===== src/rtl/utf8_stream_decoder.sv =====
// Streaming UTF-8 to code-point decoder with valid/ready on both sides and an output FIFO.
// Optional macro UTF8_REPLACE_EN: error entries carry U+FFFD instead of the raw value.
module utf8_stream_decoder #(
    parameter int          DEPTH    = 4,
    parameter logic [20:0] MAX_CP   = 21'h10FFFF,
    parameter bit          CHK_SURR = 1'b1
) (
    input  logic                         clk,
    input  logic                         rst,
    input  logic [7:0]                   in_data,
    input  logic                         in_valid,
    input  logic                         in_last,
    output logic                         in_ready,
    output logic [20:0]                  out_cp,
    output logic [2:0]                   out_err,
    output logic                         out_valid,
    input  logic                         out_ready,
    output logic                         busy,
    output logic [$clog2(DEPTH+1)-1:0]   count
);
    localparam int PW = (DEPTH > 1) ? $clog2(DEPTH) : 1;
    localparam int CW = $clog2(DEPTH+1);

    localparam logic [2:0] E_OK = 3'd0, E_INVALID = 3'd1, E_TRUNC = 3'd2,
                           E_OVERLONG = 3'd3, E_SURR = 3'd4, E_RANGE = 3'd5;

    typedef struct packed {
        logic [20:0] cp;
        logic [2:0]  err;
    } entry_t;

    typedef enum logic {IDLE, CONT} state_t;

    state_t      state, state_n;
    logic [1:0]  rem, rem_n, len, len_n;
    logic [20:0] acc, acc_n;
    logic        pend_cont;

    logic        xfer, is_cont, is_ascii, is_lead;
    logic [1:0]  lead_rem;
    logic [20:0] lead_acc;

    entry_t      e0, e1;
    logic        push0, push1;

    function automatic entry_t make_entry(input logic [20:0] cp, input logic [2:0] err);
        entry_t r;
`ifdef UTF8_REPLACE_EN
        r.cp = (err != E_OK) ? 21'h00FFFD : cp;
`else
        r.cp = cp;
`endif
        r.err = err;
        return r;
    endfunction

    function automatic logic [2:0] classify(input logic [20:0] v, input logic [1:0] l);
        logic [20:0] min_v;
        min_v = (l == 2'd3) ? 21'h10000 : (l == 2'd2) ? 21'h00800 : 21'h00080;
        if (v < min_v)                                    return E_OVERLONG;
        if (CHK_SURR && v >= 21'h0D800 && v <= 21'h0DFFF) return E_SURR;
        if (v > MAX_CP)                                   return E_RANGE;
        return E_OK;
    endfunction

    function automatic logic [PW-1:0] inc(input logic [PW-1:0] p);
        return (p == PW'(DEPTH-1)) ? '0 : p + 1'b1;
    endfunction

    assign xfer     = in_valid && in_ready;
    assign is_cont  = (in_data[7:6] == 2'b10);
    assign is_ascii = !in_data[7];
    assign is_lead  = (in_data >= 8'hC2) && (in_data <= 8'hF4);

    always_comb begin
        lead_rem = 2'd3;
        lead_acc = {18'd0, in_data[2:0]};
        if (in_data < 8'hE0) begin
            lead_rem = 2'd1;
            lead_acc = {16'd0, in_data[4:0]};
        end else if (in_data < 8'hF0) begin
            lead_rem = 2'd2;
            lead_acc = {17'd0, in_data[3:0]};
        end
    end

    always_ff @(posedge clk) begin
        if (rst) begin
            state <= IDLE;
            rem   <= '0;
            len   <= '0;
            acc   <= '0;
        end else begin
            state <= state_n;
            rem   <= rem_n;
            len   <= len_n;
            acc   <= acc_n;
        end
    end

    always_comb begin
        state_n   = state;
        rem_n     = rem;
        len_n     = len;
        acc_n     = acc;
        pend_cont = 1'b0;
        if (xfer) begin
            if (state == CONT && is_cont) begin
                acc_n   = {acc[14:0], in_data[5:0]};
                rem_n   = rem - 2'd1;
                state_n = (rem == 2'd1) ? IDLE : CONT;
            end else if (is_lead) begin
                state_n = CONT;
                rem_n   = lead_rem;
                len_n   = lead_rem;
                acc_n   = lead_acc;
            end else begin
                state_n = IDLE;
            end
            pend_cont = (state_n == CONT);
            // End of stream closes any open sequence; the TRUNC push comes from the output logic.
            if (in_last) state_n = IDLE;
        end
    end

    // Up to three candidate pushes, at most two live at once, packed in stream order.
    always_comb begin
        entry_t a, b, c;
        logic   va, vb, vc;
        a  = '0; b = '0; c = '0;
        va = 1'b0; vb = 1'b0; vc = 1'b0;
        if (xfer) begin
            if (state == CONT) begin
                if (is_cont) begin
                    va = (rem == 2'd1);
                    a  = make_entry(acc_n, classify(acc_n, len));
                end else begin
                    va = 1'b1;
                    a  = make_entry(acc, E_TRUNC);
                end
            end
            if (!(state == CONT && is_cont) && !is_lead) begin
                vb = 1'b1;
                b  = make_entry({13'd0, in_data}, is_ascii ? E_OK : E_INVALID);
            end
            if (in_last && pend_cont) begin
                vc = 1'b1;
                c  = make_entry(acc_n, E_TRUNC);
            end
        end
        push0 = va || vb || vc;
        push1 = 1'b0;
        e0    = c;
        e1    = c;
        if (va) begin
            e0    = a;
            e1    = vb ? b : c;
            push1 = vb || vc;
        end else if (vb) begin
            e0    = b;
            push1 = vc;
        end
    end

    assign busy = (state == CONT);

    entry_t          mem [DEPTH];
    logic [PW-1:0]   wptr, rptr;
    logic [CW-1:0]   cnt_n;
    logic            rdy_q, pop;

    assign out_valid = (count != '0);
    assign pop       = out_valid && out_ready;
    assign cnt_n     = count + CW'(push0) + CW'(push1) - CW'(pop);
    assign in_ready  = rdy_q && !rst;
    assign out_cp    = out_valid ? mem[rptr].cp  : '0;
    assign out_err   = out_valid ? mem[rptr].err : '0;

    always_ff @(posedge clk) begin
        if (rst) begin
            wptr  <= '0;
            rptr  <= '0;
            count <= '0;
            rdy_q <= 1'b1;
        end else begin
            count <= cnt_n;
            rdy_q <= (int'(DEPTH) - int'(cnt_n)) >= 2;
            if (pop) rptr <= inc(rptr);
            if (push1)      wptr <= inc(inc(wptr));
            else if (push0) wptr <= inc(wptr);
        end
    end

    always_ff @(posedge clk) begin
        if (!rst) begin
            if (push0) mem[wptr]      <= e0;
            if (push1) mem[inc(wptr)] <= e1;
        end
    end
endmodule


===== config.mk =====
export PLATFORM = sky130hd
export DESIGN_NAME = utf8_stream_decoder
export DESIGN_NICKNAME = d
export VERILOG_FILES = /design/src/rtl/utf8_stream_decoder.sv
export SDC_FILE = /design/constraint.sdc
export NUM_CORES = 1
export LEC_CHECK = 0
export BUFFER_PORTS_ARGS = -buffer_cell sky130_fd_sc_hd__buf_2
export CORE_AREA = 2 2 116 163
export DETAILED_ROUTE_END_ITERATION = 16
export DIE_AREA = 0 0 118 165
export HOLD_SLACK_MARGIN = 0.03
export PLACE_DENSITY = 0.6
export SKIP_CTS_REPAIR_TIMING = 1
export SYNTH_ARGS = -nofsm -noshare
export SYNTH_HDL_FRONTEND = slang
export SYNTH_SLANG_ARGS = --single-unit

===== constraint.sdc =====
create_clock -name clk -period 6.7 [get_ports clk]
set_input_delay 0.67 -clock clk [delete_from_list [all_inputs] [get_ports clk]]
set_output_delay 0.67 -clock clk [all_outputs]
set_load 0.01 [all_outputs]

==> impl_metrics.toml <==
[layout]
nets = 691
final_area_sq_um = 8110
n_antenna_cell = 0
layout-drive-gt1-share_pct = 20.7
area_growth_pct = 14.0

[setup_path]
critical_path_class = "primary input to register"
crit_path_end_kind = "register"
required_ns = 7.00
crit_arrival_ns = 4.86
crit_path_start_kind = "primary input"
worstPathMaxFanout = 37

[yosys]
synth_edf_count = 92
syn_inst = 636
async_flop_share_pct = 0
syn_avg_cell_area_sq_um = 11.2
syn_nets = 664
yosysUniqueCellTypes = 77
yosysWarnings = 0
ys_ff_latch = 132
synthFlopType = "edfxtp_1"
seq_area_frac_synth_pct = 50.1
synth_area_sq_um = 7120

[clock_network]
path_clk_slew_ns = 0.07
h-tree-depth = 4
cts.path.max_buffers = 2
worstSkewPairLatency_ns = 0.42
root_buffer = "clkbuf_16"
cts.sinks = 132
tritoncts = "built"
cts_buffers = 17

[placement]
port_buffers = 42
routabilityCongestion = 0.899
dpl.hpwl_um = 13300
dpl_cell_area_sq_um = 7500

[drt]
drt_wl_total_um = 19500
final_antenna_net_count = 0
drt_iter0_drc = 419
drtPass1Iterations = 5
drt-vias-per-instance = 5.89
wl_per_cell_um = 21.3
remaining_drc_errors = 0
via_count = 5394

[floorplan]
num_io_pins = 43
dieWidth_um = 118
core_area_sq_um = 17900
dieArea_sq_um = 19500
die_h_um = 165
start_util_pct = 39.7
rows = 58

[power_and_ir_drop]
p_leak_nw = 2.74
p_total_w = 0.00250
vdd.ir_drop.worst_uv = 139
power_density_nw_per_um2 = 309

[global_route]
grt_first_pass_wirelength_um = 30200
grt_usage_pct = 20.2
overflow = 0
antenna_found_initial = 0
grt_pass1_vias = 5389
grt_max_degree = 38

[run_status]
status = "completed"

[timing]
period_share_pct = 67.9
period_needed_ns = 4.55
drv_slew = 0
rsz0062_at_grt = "no"
max-slew-margin-rel_pct = 25.9
hold_violations = 0
finClkSkew_ns = 0.0137
setup_viol = 0
worstMarginPinSlew_ns = 1.11
fmax_mhz = 220
setup_tns_ns = 0

[hold_path]
hp-class = "register to register"

[flow_run]
maxCapViolations = 0
[per-layer routing]
metal  vias up  global-route usage (%)  routed length, um
met4         0                    7.56                452
met1      2629                    24.9               7950
li1       2515                       -                  -
met5         -                       0                  0
met2       217                    35.9               9980
met3        33                    3.11               1100
[cell families after synthesis]
| logic type | synth area share [%] |
|---|---|
| xor gates and xnor gates | 0.369 |
| buffers and inverters | 4.06 |
| AOI/OAI and AO/OA | 20.0 |
| adders and majority gates | 2.74 |
| muxes | 8.58 |
| and+or+nand+nor | 14.2 |
| DFF | 50.1 |
[registers in the layout, summed over array words and instances, names as in the netlist, named ones only]
signal / cells
busy: 1
count: 3
mem: 96
acc: 21
rem: 2
rdy_q: 1
len: 2
rptr: 2
wptr: 2
[where the power goes]
group	switching (W)	internal, W
Clock	0.000401	0.000567
Sequential	0.0000496	0.000913
Combinational	0.000313	0.000259
[worst paths after layout]
kind,start,end,slack (ns),cells past startpoint
max reg2reg,rdy_q$_SDFF_PP1_,rdy_q$_SDFF_PP1_,2.53,11
min reg2reg,rem[1]$_SDFFE_PP0P_,rem[1]$_SDFFE_PP0P_,0.47,2
min,rem[1]$_SDFFE_PP0P_,rem[1]$_SDFFE_PP0P_,0.47,2
max,rst,rdy_q$_SDFF_PP1_,2.15,12
[stage by stage]
stage          instances  hold slack [ns]  worst slack, ns  util (%)
2_1_floorplan        636            0.432             2.45         -
3_3_place_gp         884            0.442             1.88      41.8
3_5_place_dp         884            0.456             1.75      41.8
4_1_cts              916            0.466             2.17      45.2
5_1_grt              916            0.487             1.87      45.2
6_report             916            0.466             2.15      45.2
[layout make-up]
class                      instances  area, sq um
fill                            1697         9820
sequential                       132         3560
multi-input combinational        443         3260
clock buffer                      17          425
timing repair buffer              57          323
tap                              240          300
clock inverter                    15          188
inverter                          12         45.0
[cells in the final DEF (no fill, tap or decap), drive strengths merged, types with 15 or more instances in the layout]
| master | netlist | layout |
|---|---|---|
| o21ai | 20 | 20 |
| a21oi | 28 | 28 |
| and2 | 26 | 26 |
| buf | 28 | 57 |
| dfxtp | 40 | 40 |
| nor2 | 66 | 66 |
| clkbuf | 21 | 17 |
| o22ai | 15 | 15 |
| mux4 | 24 | 24 |
| a211oi | 25 | 25 |
| edfxtp | 92 | 92 |
| nand2 | 62 | 62 |
| inv | 12 | 21 |
[cell usage after synthesis, drive strengths merged (6+ instances only)]
cell     n  area share [%]
edfxtp  92              39
nor2    66             3.6
nand2   62             3.3
dfxtp   40              11
a21oi   28             2.1
buf     28             2.3
and2    26             2.3
a211oi  25             2.8
mux4    24             7.6
clkbuf  21             1.1
o21ai   20             1.6
o22ai   15             1.4
ha      14             2.5
a22o    12             1.5
inv     12            0.63
nand3   10            0.70
o211ai  10             1.1
nor2b    9            0.79
o32ai    8            0.98
a31oi    7             1.0
mux2i    7            0.98
o31ai    7            0.74
a22oi    6            0.91
nor3     6            0.49
nor4     6            0.62
[worst max-delay path: stages]
cell      delay [ns]
buf_2           0.33
and3b_1         0.80
and3_1          0.62
o21ai_1         0.31
xor2_1          0.22
ha_1            0.19
o21bai_1        0.16
fa_1            0.56
inv_1           0.08
ha_1            0.31
o31a_1          0.24
or3_1           0.34
Power figures use the tool's default switching activity.
